**config.mk**
```make
export PLATFORM = sky130hd
export DESIGN_NAME = pipe_ctrl
export DESIGN_NICKNAME = d
export VERILOG_FILES = /design/src/rtl/pipe_ctrl_pkg.sv /design/src/rtl/pipe_ctrl_wdog.sv /design/src/rtl/pipe_ctrl.sv
export SDC_FILE = /design/constraint.sdc
export NUM_CORES = 1
export LEC_CHECK = 0
export ABC_CLOCK_PERIOD_IN_PS = 5200
export CAP_MARGIN = 30
export CORE_MARGIN = 3
export CORE_UTILIZATION = 40
export DETAILED_ROUTE_END_ITERATION = 6
export GPL_ROUTABILITY_DRIVEN = 0
export PLACE_DENSITY = 0.86
export SLEW_MARGIN = 25
export SYNTH_ARGS = -nofsm -noshare
export SYNTH_HDL_FRONTEND = slang
export SYNTH_SLANG_ARGS = --single-unit
```
**constraint.sdc**
```tcl
create_clock -name clk -period 5.2 [get_ports clk]
set_input_delay 1.04 -clock clk [delete_from_list [all_inputs] [get_ports clk]]
set_output_delay 1.04 -clock clk [all_outputs]
set_load 0.005 [all_outputs]
```
**src/rtl/pipe_ctrl_pkg.sv**
```systemverilog
// Shared definitions for the pipeline control unit: FSM state encodings,
// flush/watchdog counter widths and a saturating increment helper.
package pipe_ctrl_pkg;

  // Width of the post-jump bubble counter (FLUSH_CYCLES up to 15).
  localparam int CTRL_FLUSH_CNT_W = 4;

  // Width of the hold watchdog counter (HOLD_TIMEOUT up to 65535).
  localparam int CTRL_WDOG_W = 16;

  // Control FSM states. Encodings are fixed so debug probes can decode them.
  typedef enum logic [1:0] {
    CTRL_ST_RUN   = 2'd0,
    CTRL_ST_FLUSH = 2'd1,
    CTRL_ST_HOLD  = 2'd2
  } ctrl_state_e;

  // Increment that sticks at all-ones instead of wrapping.
  function automatic logic [CTRL_WDOG_W-1:0] wdog_sat_inc(
    input logic [CTRL_WDOG_W-1:0] value
  );
    logic [CTRL_WDOG_W-1:0] result;
    if (value == {CTRL_WDOG_W{1'b1}}) begin
      result = value;
    end else begin
      result = value + {{(CTRL_WDOG_W-1){1'b0}}, 1'b1};
    end
    return result;
  endfunction

endpackage

```
**src/rtl/pipe_ctrl_wdog.sv**
```systemverilog
// ctrl_wdog: counts consecutive stall cycles with a saturating 16-bit counter
// and raises a sticky timeout flag once the count reaches HOLD_TIMEOUT.
// Any non-stall cycle clears the count; only reset clears the flag.
module ctrl_wdog
  import pipe_ctrl_pkg::*;
#(
  parameter int HOLD_TIMEOUT = 255
) (
  input  logic clk,
  input  logic rst,
  input  logic stall,
  output logic timeout
);

  localparam logic [CTRL_WDOG_W-1:0] LIMIT = CTRL_WDOG_W'(HOLD_TIMEOUT);

  logic [CTRL_WDOG_W-1:0] cnt_q;
  logic [CTRL_WDOG_W-1:0] cnt_next;
  logic                   timeout_q;

  // Next stall count: grow while stalled (saturating), clear otherwise.
  always_comb begin
    cnt_next = '0;
    if (stall) begin
      cnt_next = wdog_sat_inc(cnt_q);
    end
  end

  // Count register and sticky flag; the flag sets on the edge that brings
  // the count to the limit.
  always_ff @(posedge clk or posedge rst) begin
    if (rst) begin
      cnt_q     <= '0;
      timeout_q <= 1'b0;
    end else begin
      cnt_q <= cnt_next;
      if (stall && (cnt_next >= LIMIT)) begin
        timeout_q <= 1'b1;
      end
    end
  end

  assign timeout = timeout_q;

endmodule

```
**src/rtl/pipe_ctrl.sv**
```systemverilog
// pipe_ctrl: pipeline control unit. Turns execute-stage redirect/hold requests
// and an external bus-wait request into the PC redirect, the if_id/id_ex flush
// and the pc_reg/if_id/id_ex stall. Runs a RUN/FLUSH/HOLD FSM that stretches
// the flush over FLUSH_CYCLES cycles after a taken jump, plus a hold watchdog.
// Optional build macro CTRL_PERF_CNT_EN adds jump and stall-cycle counters;
// without it the perf ports read 0 and no counter flops exist.
module pipe_ctrl
  import pipe_ctrl_pkg::*;
#(
  parameter int FLUSH_CYCLES = 2,
  parameter int HOLD_TIMEOUT = 255
) (
  input  logic        clk,
  input  logic        rst,
  input  logic        jump_en_i,
  input  logic [31:0] jump_addr_i,
  input  logic        hold_flag_i,
  input  logic        hold_req_i,
  output logic        jump_en_o,
  output logic [31:0] jump_addr_o,
  output logic        flush_o,
  output logic        stall_o,
  output logic        hold_timeout_o,
  output logic [31:0] perf_jumps_o,
  output logic [31:0] perf_stalls_o
);

  // Counter value loaded on a taken jump: the jump cycle itself is the
  // first flush cycle, so FLUSH covers the remaining FLUSH_CYCLES-1.
  localparam logic [CTRL_FLUSH_CNT_W-1:0] FLUSH_LOAD =
    CTRL_FLUSH_CNT_W'(FLUSH_CYCLES - 1);
  localparam bit MULTI_FLUSH = (FLUSH_CYCLES > 1);

  // state_q is the FSM state register; probe it by name when debugging.
  ctrl_state_e                 state_q;
  ctrl_state_e                 state_d;
  logic [CTRL_FLUSH_CNT_W-1:0] flush_cnt_q;
  logic [CTRL_FLUSH_CNT_W-1:0] flush_cnt_d;

  logic hold_any;
  logic run_eval;
  logic jump_c;
  logic flush_c;
  logic stall_c;

  assign hold_any = hold_flag_i | hold_req_i;

  // Next-state and strobe decode. HOLD falls through to RUN rules in the
  // cycle the holds drop, so a waiting jump is taken with no extra cycle.
  always_comb begin
    state_d     = state_q;
    flush_cnt_d = flush_cnt_q;
    jump_c      = 1'b0;
    flush_c     = 1'b0;
    stall_c     = 1'b0;
    run_eval    = 1'b0;

    case (state_q)
      CTRL_ST_FLUSH: begin
        // Execute holds a bubble here, so jump and exec hold are ignored.
        flush_c = 1'b1;
        if (hold_req_i) begin
          stall_c = 1'b1;
        end else begin
          flush_cnt_d = flush_cnt_q - {{(CTRL_FLUSH_CNT_W-1){1'b0}}, 1'b1};
          if (flush_cnt_q <= {{(CTRL_FLUSH_CNT_W-1){1'b0}}, 1'b1}) begin
            state_d     = CTRL_ST_RUN;
            flush_cnt_d = '0;
          end
        end
      end
      CTRL_ST_HOLD: begin
        if (hold_any) begin
          stall_c = 1'b1;
        end else begin
          run_eval = 1'b1;
        end
      end
      default: begin
        run_eval = 1'b1;
      end
    endcase

    if (run_eval) begin
      state_d = CTRL_ST_RUN;
      if (jump_en_i) begin
        // A jump wins over a same-cycle hold request.
        jump_c  = 1'b1;
        flush_c = 1'b1;
        if (MULTI_FLUSH) begin
          state_d     = CTRL_ST_FLUSH;
          flush_cnt_d = FLUSH_LOAD;
        end
      end else if (hold_any) begin
        stall_c = 1'b1;
        state_d = CTRL_ST_HOLD;
      end
    end
  end

  // FSM state and flush counter registers.
  always_ff @(posedge clk or posedge rst) begin
    if (rst) begin
      state_q     <= CTRL_ST_RUN;
      flush_cnt_q <= '0;
    end else begin
      state_q     <= state_d;
      flush_cnt_q <= flush_cnt_d;
    end
  end

  // Strobes are forced low while reset is asserted, even if inputs are live.
  assign jump_en_o   = jump_c & ~rst;
  assign jump_addr_o = jump_en_o ? jump_addr_i : 32'd0;
  assign flush_o     = flush_c & ~rst;
  assign stall_o     = stall_c & ~rst;

  ctrl_wdog #(
    .HOLD_TIMEOUT(HOLD_TIMEOUT)
  ) u_wdog (
    .clk     (clk),
    .rst     (rst),
    .stall   (stall_o),
    .timeout (hold_timeout_o)
  );

`ifdef CTRL_PERF_CNT_EN
  logic [31:0] perf_jumps_q;
  logic [31:0] perf_stalls_q;

  // Free-running event counters; they wrap modulo 2^32.
  always_ff @(posedge clk or posedge rst) begin
    if (rst) begin
      perf_jumps_q  <= 32'd0;
      perf_stalls_q <= 32'd0;
    end else begin
      if (jump_en_o) begin
        perf_jumps_q <= perf_jumps_q + 32'd1;
      end
      if (stall_o) begin
        perf_stalls_q <= perf_stalls_q + 32'd1;
      end
    end
  end

  assign perf_jumps_o  = perf_jumps_q;
  assign perf_stalls_o = perf_stalls_q;
`else
  assign perf_jumps_o  = 32'd0;
  assign perf_stalls_o = 32'd0;
`endif

endmodule

```
==> results of run 1 <==
-- worst paths after layout --
| path | start | to | slack [ns] | cells past startpoint |
|---|---|---|---|---|
| setup / recovery | hold_flag_i | jump_addr_o[11] | 0.89 | 5 |
| min in group asynchronous | rst | u_wdog.cnt_q[6] | 1.72 | 3 |
| max in group asynchronous | rst | flush_cnt_q[0] | 3.33 | 3 |
| setup reg to reg | u_wdog.cnt_q[0] | u_wdog.timeout | 2.42 | 7 |
| hold reg to reg | u_wdog.timeout | u_wdog.timeout | 0.52 | 1 |
| hold / removal | u_wdog.timeout | u_wdog.timeout | 0.52 | 1 |
-- through the flow --
step                      instances  utilization, %  hold WS (ns)
after floorplan                 324               -         0.471
final                           397            55.0         0.516
after CTS                       397            55.0         0.519
after detailed placement        393            54.0         0.492
after global routing            397            55.0         0.530
after global placement          393            54.0         0.491
-- power by group through the flow --
stage                     sequential [mW]  combinational (mW)  clock (mW)
after detailed placement            0.216               0.310           0
after CTS                           0.213               0.311       0.115
final                               0.213               0.311       0.113
after global routing                0.217               0.353       0.121
after global placement              0.215               0.300           0
after floorplan                     0.212               0.204           0
-- layout by cell type, fill, tap and decap left out, types with 2 or more instances in the layout --
| cell | instances |
|---|---|
| mux2_1 | 2 |
| o21ai_0 | 9 |
| ha_1 | 5 |
| nor2_1 | 27 |
| nor4_1 | 4 |
| a211oi_1 | 2 |
| dfrtp_1 | 23 |
| nand4_1 | 4 |
| a21oi_1 | 7 |
| nand2_1 | 7 |
| nor3b_1 | 2 |
| inv_1 | 9 |
| mux2i_1 | 4 |
| clkbuf_8 | 3 |
| o22ai_1 | 2 |
| a31oi_1 | 4 |
| nand3_1 | 4 |
| nand2b_1 | 3 |
| buf_4 | 4 |
| xor2_1 | 2 |
| nor3_1 | 8 |
| and3_1 | 35 |
| xnor2_1 | 3 |
| conb_1 | 64 |
| clkdlybuf4s50_1 | 72 |
| or4_1 | 2 |
| a41oi_1 | 2 |
-- worst register-to-register path: stages, from the launching register on --
cell and delay (ns):
dfrtp_1 0.49, ha_1 0.30, nand3_1 0.31, nor4_2 0.67
nor3b_1 0.15, xnor2_1 0.23, a211oi_1 0.09, a2111o_1 0.42
-- area by class of cell --
cell class	count	area (um^2)
fillers	434	2210
multi-input cells	217	1210
repair buffers	76	751
flip-flops and latches	23	576
well taps	67	83.8
clock buffers	3	41.3
inverters	10	37.5
clock inverters	1	5.00
-- cell families after synthesis --
group                      Yosys count  synth area share, %
AOI/OAI and AO/OA                   31                 9.20
xor gates and xnor gates             5                 2.08
adders and majority gates            5                 2.97
buffers and inverters               84                 26.7
DFF                                 23                 27.3
muxes                                6                 2.97
other                                1                0.178
and+or+nand+nor                    106                 28.6
-- layer usage --
layer	track usage, %	wire, um
met1	17.5	1910
met2	28.4	2490
met3	5.85	521
met4	2.27	44
met5	0	0
-- flip-flops by register name, indices dropped and copies added (netlist names) --
name / flops
u_wdog.timeout: 1
u_wdog.cnt_q: 16
state_q: 2
flush_cnt_q: 4
==> summary.md, run 1 <==
| Metric | Value |
|---|---|
| Total grt overflow | `0` |
| Post-place instance area | `0.00265 mm^2` |
| Internal power of the cells | `406 uW` |
| Number of max-cap violations | `0` |
| Final setup skew | `0.00106 ns` |
| Cell with the most instances after synthesis | `buf_4` |
| Core region area | `0.00491 mm^2` |
| Cell area after technology mapping | `0.00211 mm^2` |
| Ant. Diodes | `0` |
| Dominant synthesized flop cell | `dfrtp_1` |
| Crit path top cell by count | `clkdlybuf4s50_1` |
| Final HPWL from detailed placement | `4.05 mm` |
| Area growth from synthesis to layout | `28.1%` |
| Relative contribution of the clock network to total power | `17.8%` |
| Worst path setup slack after routing | `0.885 ns` |
| First-pass GRT wire length | `8.07 mm` |
| Sum of negative setup slack | `0 ns` |
| Hold Path Class | `flop to flop` |
| I/O Buffers | `72` |
| Number of design-rule violations left by the first detailed-router iteration | `109` |
| Number of synthesized flops with an enable pin | `0` |
| Mapped Avg Cell Area | `8.07 um^2` |
| Number of top-level design ports | `137` |
| Cell types with the largest area share after synthesis | `dfrtp_1 27%, buf_4 23%, and3_1 10%` |
| Setup crit end kind | `primary output` |
| Reported net switching power | `231 uW` |
| CP Cell Sequence | `clkdlybuf4s50_1 > nor3b_1 > o21a_1 > and3_1 > clkdlybuf4s50_1` |
| Hold-fix buffer count after cts | `0` |
| Starting Density | `42.9%` |
| Final setup fails | `0` |
| PwrDens | `236 mW/mm^2` |
| Required time reported for the critical path endpoint | `4.16 ns` |
| Final wirelength | `4.97 mm` |
| Post-DR vias/cell | `4.72` |
| Critical Path Fanout Max | `34` |
| Total CTS buffers | `3` |
| Number of distinct library cell variants in the gate-level netlist after synthesis | `44` |
| Combinational group share of total power | `48.8%` |
| Die Area | `0.00617 mm^2` |
| Nets | `373` |
| Sequential area share after synthesis | `27.3%` |
| Proportion of register bits with asynchronous set or reset after synthesis | `100%` |
| Final cycle utilization of the critical path | `83.0%` |
| Sort of element at the start of the critical path | `primary input` |
| Post-placement setup slack | `0.902 ns` |
| Biggest area consumer among synthesized cells | `dfrtp_1` |
| Global-route total usage across every layer | `15.6%` |
| Pin count of the biggest net entering global routing | `35` |
| CP max stage cell | `o21a_1` |
| Clock-pin slew of the registers on the worst-case setup and hold paths | `0.08 ns` |
| Wire length per cell after detailed routing | `12.5 um` |
| Yosys warning count | `0` |
| Ranking of synthesized cells by instance count | `65 x buf_4, 35 x and3_1, 27 x nor2_1, 23 x dfrtp_1` |
| Vertical die dimension | `78.6 um` |
| Fmax | `0.232 GHz` |
| Largest stage delay on the critical path | `0.68 ns` |
| Clock tree buffer depth | `2` |
| Sinks on Clock Net | `23` |
| Number of synthesized register bits | `23` |
| Number of failing hold endpoints at the final stage | `0` |
| Signal arrival time at the worst endpoint | `3.27 ns` |
| Largest delay share family, worst path | `buffers and inverters` |
| Gates resized, CTS repair | `0` |
| Result of the run | `complete, no violations` |
| Postcts setup bufs | `0` |
| Unrepaired setup endpoints after global routing | `no` |
| Proportion of power drawn by flip-flops and latches | `33.5%` |
| Power consumption | `638 uW` |
| Fraction of layout cells with a size suffix above 1 | `3.64%` |
| H-tree depth | `1` |
| Post-layout minimum cycle time | `4.31 ns` |
| Final count of pins violating max slew | `0` |
| Post-Syn Instances | `261` |
| Root Buffer Master | `clkbuf_8` |
| Number of rows in the core area | `25` |
| Die outline width | `78.6 um` |
| Switching power as a share of total power | `36.2%` |
| Total vias in the final route | `1,875` |
| Via count of the first global-routing pass | `1,868` |
| Static leakage | `1.25 nW` |
| Clock latency on the worst-skew pair | `0.27 ns` |
| Antenna violations before repair | `0` |
| Final antenna-violating net count | `0` |
| Class of the most critical setup path | `primary input to primary output` |
| Count of unresolved DRC violations after routing | `0` |
| Summed area of non-filler cells in the final layout | `0.00270 mm^2` |
| Worst Path Buf+Inv | `2` |
| CTS tree | `yes` |
| DRT Pass-1 Iters | `4` |
| Peak supply drop | `0.146 mV` |
| Fraction of post-synthesis cell area in the top cell type by area | `27.3%` |
| Slew at the pin closest to its max-slew limit | `0.795 ns` |
| Max-slew headroom at the worst pin | `47.0%` |
No activity file was read; power rests on OpenSTA's default activity.
==> run 2: changes to the inputs <==
--- a/config.mk
+++ b/config.mk
@@ -5,13 +5,13 @@
 export SDC_FILE = /design/constraint.sdc
 export NUM_CORES = 1
 export LEC_CHECK = 0
-export ABC_CLOCK_PERIOD_IN_PS = 5200
+export ABC_CLOCK_PERIOD_IN_PS = 3700
 export CAP_MARGIN = 30
 export CORE_MARGIN = 3
-export CORE_UTILIZATION = 40
+export CORE_UTILIZATION = 33
 export DETAILED_ROUTE_END_ITERATION = 6
 export GPL_ROUTABILITY_DRIVEN = 0
-export PLACE_DENSITY = 0.86
+export PLACE_DENSITY = 0.75
 export SLEW_MARGIN = 25
 export SYNTH_ARGS = -nofsm -noshare
 export SYNTH_HDL_FRONTEND = slang
==> constraint.sdc (replaced) <==
create_clock -name clk -period 3.7 [get_ports clk]
set_input_delay 0.74 -clock clk [delete_from_list [all_inputs] [get_ports clk]]
set_output_delay 0.74 -clock clk [all_outputs]
set_load 0.005 [all_outputs]
==> run 2 against run 1 <==
  * Hold slack got worse by 0.026 ns
  * Sequential power up 40%
  * Global-route usage decreased by 3.1 points
  * Sequential share of layout area shrank 0.23 points
  * Utilization down 9.9 points
  * Cell area is 1.1% higher
  * Register-to-register slack lost 1.3 ns
  * Sequential cell count did not move
  * Die area is 20% higher
  * Via count increased by 1.2%
==> summary.md, run 2 (synthesis gave the netlist of run 1 again) <==
| Metric | Value |
|---|---|
| Result of the run | `complete, no violations (unchanged)` |
| Most common cell after layout, fill and taps aside | `clkdlybuf4s50_1 (unchanged)` |
| Sinks on Clock Net | `23 (unchanged)` |
| Final count of pins violating max slew | `0 (unchanged)` |
| Antenna violations before repair | `0 (unchanged)` |
| Fmax | `0.303 GHz` |
| DRT Pass-1 Iters | `4 (unchanged)` |
| Flip-flop and latch area | `576 um^2 (unchanged)` |
| Final setup skew | `0.00414 ns (was 0.00106 ns)` |
| Area occupied by multi-input gates | `0.00121 mm^2 (unchanged)` |
| Area growth from synthesis to layout | `29.6% (was 28.1%)` |
| Global-route total usage across every layer | `12.5% (was 15.6%)` |
| Number of max-cap violations | `0 (unchanged)` |
| Core region area | `0.00606 mm^2 (was 0.00491 mm^2)` |
| CP Cell Sequence | `clkdlybuf4s50_1 > nor3b_1 > o21a_1 > buf_12 > and3_1 > clkdlybuf4s50_1 (was clkdlybuf4s50_1 > nor3b_1 > o21a_1 > and3_1 > clkdlybuf4s50_1)` |
| PwrDens | `333 mW/mm^2 (was 236 mW/mm^2)` |
| Critical Path Fanout Max | `36 (was 34)` |
| Clock-pin slew of the registers on the worst-case setup and hold paths | `0.09 ns (was 0.08 ns)` |
| Setup crit end kind | `primary output (unchanged)` |
| Met3 WL | `483 um (was 521 um)` |
| Number of rows in the core area | `28 (was 25)` |
| Max-slew headroom at the worst pin | `62.1% (was 47.0%)` |
| Die outline width | `85.9 um (was 78.6 um)` |
| Number of top-level design ports | `137 (unchanged)` |
| Met2 routed WL | `2.40 mm (was 2.49 mm)` |
| Crit path top cell by count | `clkdlybuf4s50_1 (unchanged)` |
| Sum of negative setup slack | `0 ns (unchanged)` |
| CTS tree | `yes (unchanged)` |
| Postcts setup bufs | `0 (unchanged)` |
| Count of unresolved DRC violations after routing | `0 (unchanged)` |
| H-tree depth | `1 (unchanged)` |
| Total vias in the final route | `1,898 (was 1,875)` |
| Number of flip-flops under the largest register name | `16 (unchanged)` |
| Power consumption | `908 uW (was 638 uW)` |
| Gates resized, CTS repair | `0 (unchanged)` |
| Sort of element at the start of the critical path | `primary input (unchanged)` |
| Final cycle utilization of the critical path | `89.1%` |
| Worst hold margin | `0.490 ns (was 0.516 ns)` |
| Post-layout minimum cycle time | `3.30 ns` |
| Clock tree buffer depth | `2 (unchanged)` |
| Largest stage delay on the critical path | `0.51 ns (was 0.68 ns)` |
| Final setup fails | `0 (unchanged)` |
| Number of filler instances in the final layout | `587 (was 434)` |
| Post-placement setup slack | `0.421 ns (was 0.902 ns)` |
| Worst path setup slack after routing | `0.403 ns (was 0.885 ns)` |
| Total CTS buffers | `3 (unchanged)` |
| Met1 WL | `1.91 mm (unchanged)` |
| Ant. Diodes | `0 (unchanged)` |
| Static leakage | `1.26 nW (was 1.25 nW)` |
| Highest routing layer actually used | `met4 (unchanged)` |
| Via count of the first global-routing pass | `1,730 (was 1,868)` |
| Signal arrival time at the worst endpoint | `2.56 ns (was 3.27 ns)` |
| Final HPWL from detailed placement | `3.90 mm (was 4.05 mm)` |
| Die Area | `0.00738 mm^2 (was 0.00617 mm^2)` |
| Peak supply drop | `0.145 mV (was 0.146 mV)` |
| Clock latency on the worst-skew pair | `0.27 ns (about the same)` |
| Nets | `374 (was 373)` |
| Required time reported for the critical path endpoint | `2.96 ns (was 4.16 ns)` |
| Hold Path Class | `flop to flop (unchanged)` |
| Unrepaired setup endpoints after global routing | `no (unchanged)` |
| Number of design-rule violations left by the first detailed-router iteration | `115 (was 109)` |
| Most frequent cells in the layout | `72 x clkdlybuf4s50_1, 64 x conb_1, 35 x and3_1, 27 x nor2_1, 23 x dfrtp_1 (unchanged)` |
| Starting Density | `34.8% (was 42.9%)` |
| Pin count of the biggest net entering global routing | `37 (was 35)` |
| Total grt overflow | `0 (unchanged)` |
| Final wirelength | `4.84 mm (was 4.97 mm)` |
| First-pass GRT wire length | `7.53 mm (was 8.07 mm)` |
| Hold-fix buffer count after cts | `0 (unchanged)` |
| Vertical die dimension | `85.9 um (was 78.6 um)` |
| Class of the most critical setup path | `primary input to primary output (unchanged)` |
| Number of failing hold endpoints at the final stage | `0 (unchanged)` |
| Register ranked first by flip-flop count | `u_wdog.cnt_q (unchanged)` |
| Fraction of layout cells with a size suffix above 1 | `3.93% (was 3.64%)` |
| I/O Buffers | `72 (unchanged)` |
| Slew at the pin closest to its max-slew limit | `0.555 ns (was 0.795 ns)` |
| Wire length per cell after detailed routing | `11.9 um (was 12.5 um)` |
| Root Buffer Master | `clkbuf_8 (unchanged)` |
| Post-DR vias/cell | `4.67 (was 4.72)` |
| Final antenna-violating net count | `0 (unchanged)` |
| CP max stage cell | `clkdlybuf4s50_1 (was o21a_1)` |
| Largest registers in the final layout | `u_wdog.cnt_q: 16 flops, flush_cnt_q: 4 flops, state_q: 2 flops (unchanged)` |
run 2: cell count changes in the layout (fill, tap and decap cells not counted):
cell,previous run,this run
buf_12,0,1
run 2: through the flow:
step | instance area, um^2 | cells | util [%]
2_1_floorplan | 2340 | 324 | -
4_1_cts | 2730 | 406 | 45.0
6_report | 2730 | 406 | 45.0
5_1_grt | 2730 | 406 | 45.0
3_5_place_dp | 2680 | 402 | 44.3
3_3_place_gp | 2680 | 402 | 44.3
run 2: final timing paths:
kind,slack [ns],to,start,cells after the start
min,0.49,u_wdog.timeout,u_wdog.timeout,1
max reg2reg,1.08,u_wdog.timeout,u_wdog.cnt_q[0],7
min in group asynchronous,0.99,u_wdog.timeout,rst,3
max,0.40,jump_addr_o[12],hold_req_i,6
max in group asynchronous,2.32,flush_cnt_q[2],rst,4
min reg2reg,0.49,u_wdog.timeout,u_wdog.timeout,1
run 2: power breakdown:
part | internal [mW] | switching [mW]
Clock | 0.0752 | 0.0848
Sequential | 0.275 | 0.0241
Combinational | 0.234 | 0.215
run 2: metal layers:
layer | GRT usage [%] | vias to the layer above
met4 | 4.32 | 0
li1 | - | 924
met5 | 0 | -
met1 | 14.6 | 865
met3 | 3.07 | 2
met2 | 22.0 | 107
run 2: area by class of cell:
| class | instances | area share, % |
|---|---|---|
| inverter | 10 | 1.37 |
| clock inverter | 1 | 0.183 |
| multi-input combinational | 217 | 44.2 |
| clock buffer | 3 | 1.51 |
| sequential | 23 | 21.1 |
| tap | 75 | 3.44 |
| timing repair buffer | 77 | 28.2 |
run 2: critical path, delay by kind of cell:
| family | cells | cell delay [ns] |
|---|---|---|
| AOI/OAI and AO/OA | 1 | 0.20 |
| and+or+nand+nor | 2 | 0.45 |
| buffers and inverters | 3 | 1.16 |
==> run 3: changes to the inputs <==
--- a/config.mk
+++ b/config.mk
@@ -12,6 +12,7 @@
 export DETAILED_ROUTE_END_ITERATION = 6
 export GPL_ROUTABILITY_DRIVEN = 0
 export PLACE_DENSITY = 0.75
+export SKIP_CTS_REPAIR_TIMING = 1
 export SLEW_MARGIN = 25
 export SYNTH_ARGS = -nofsm -noshare
 export SYNTH_HDL_FRONTEND = slang
==> results of run 3 <==
Final layout, timing and power as in run 2 (identical DEF).
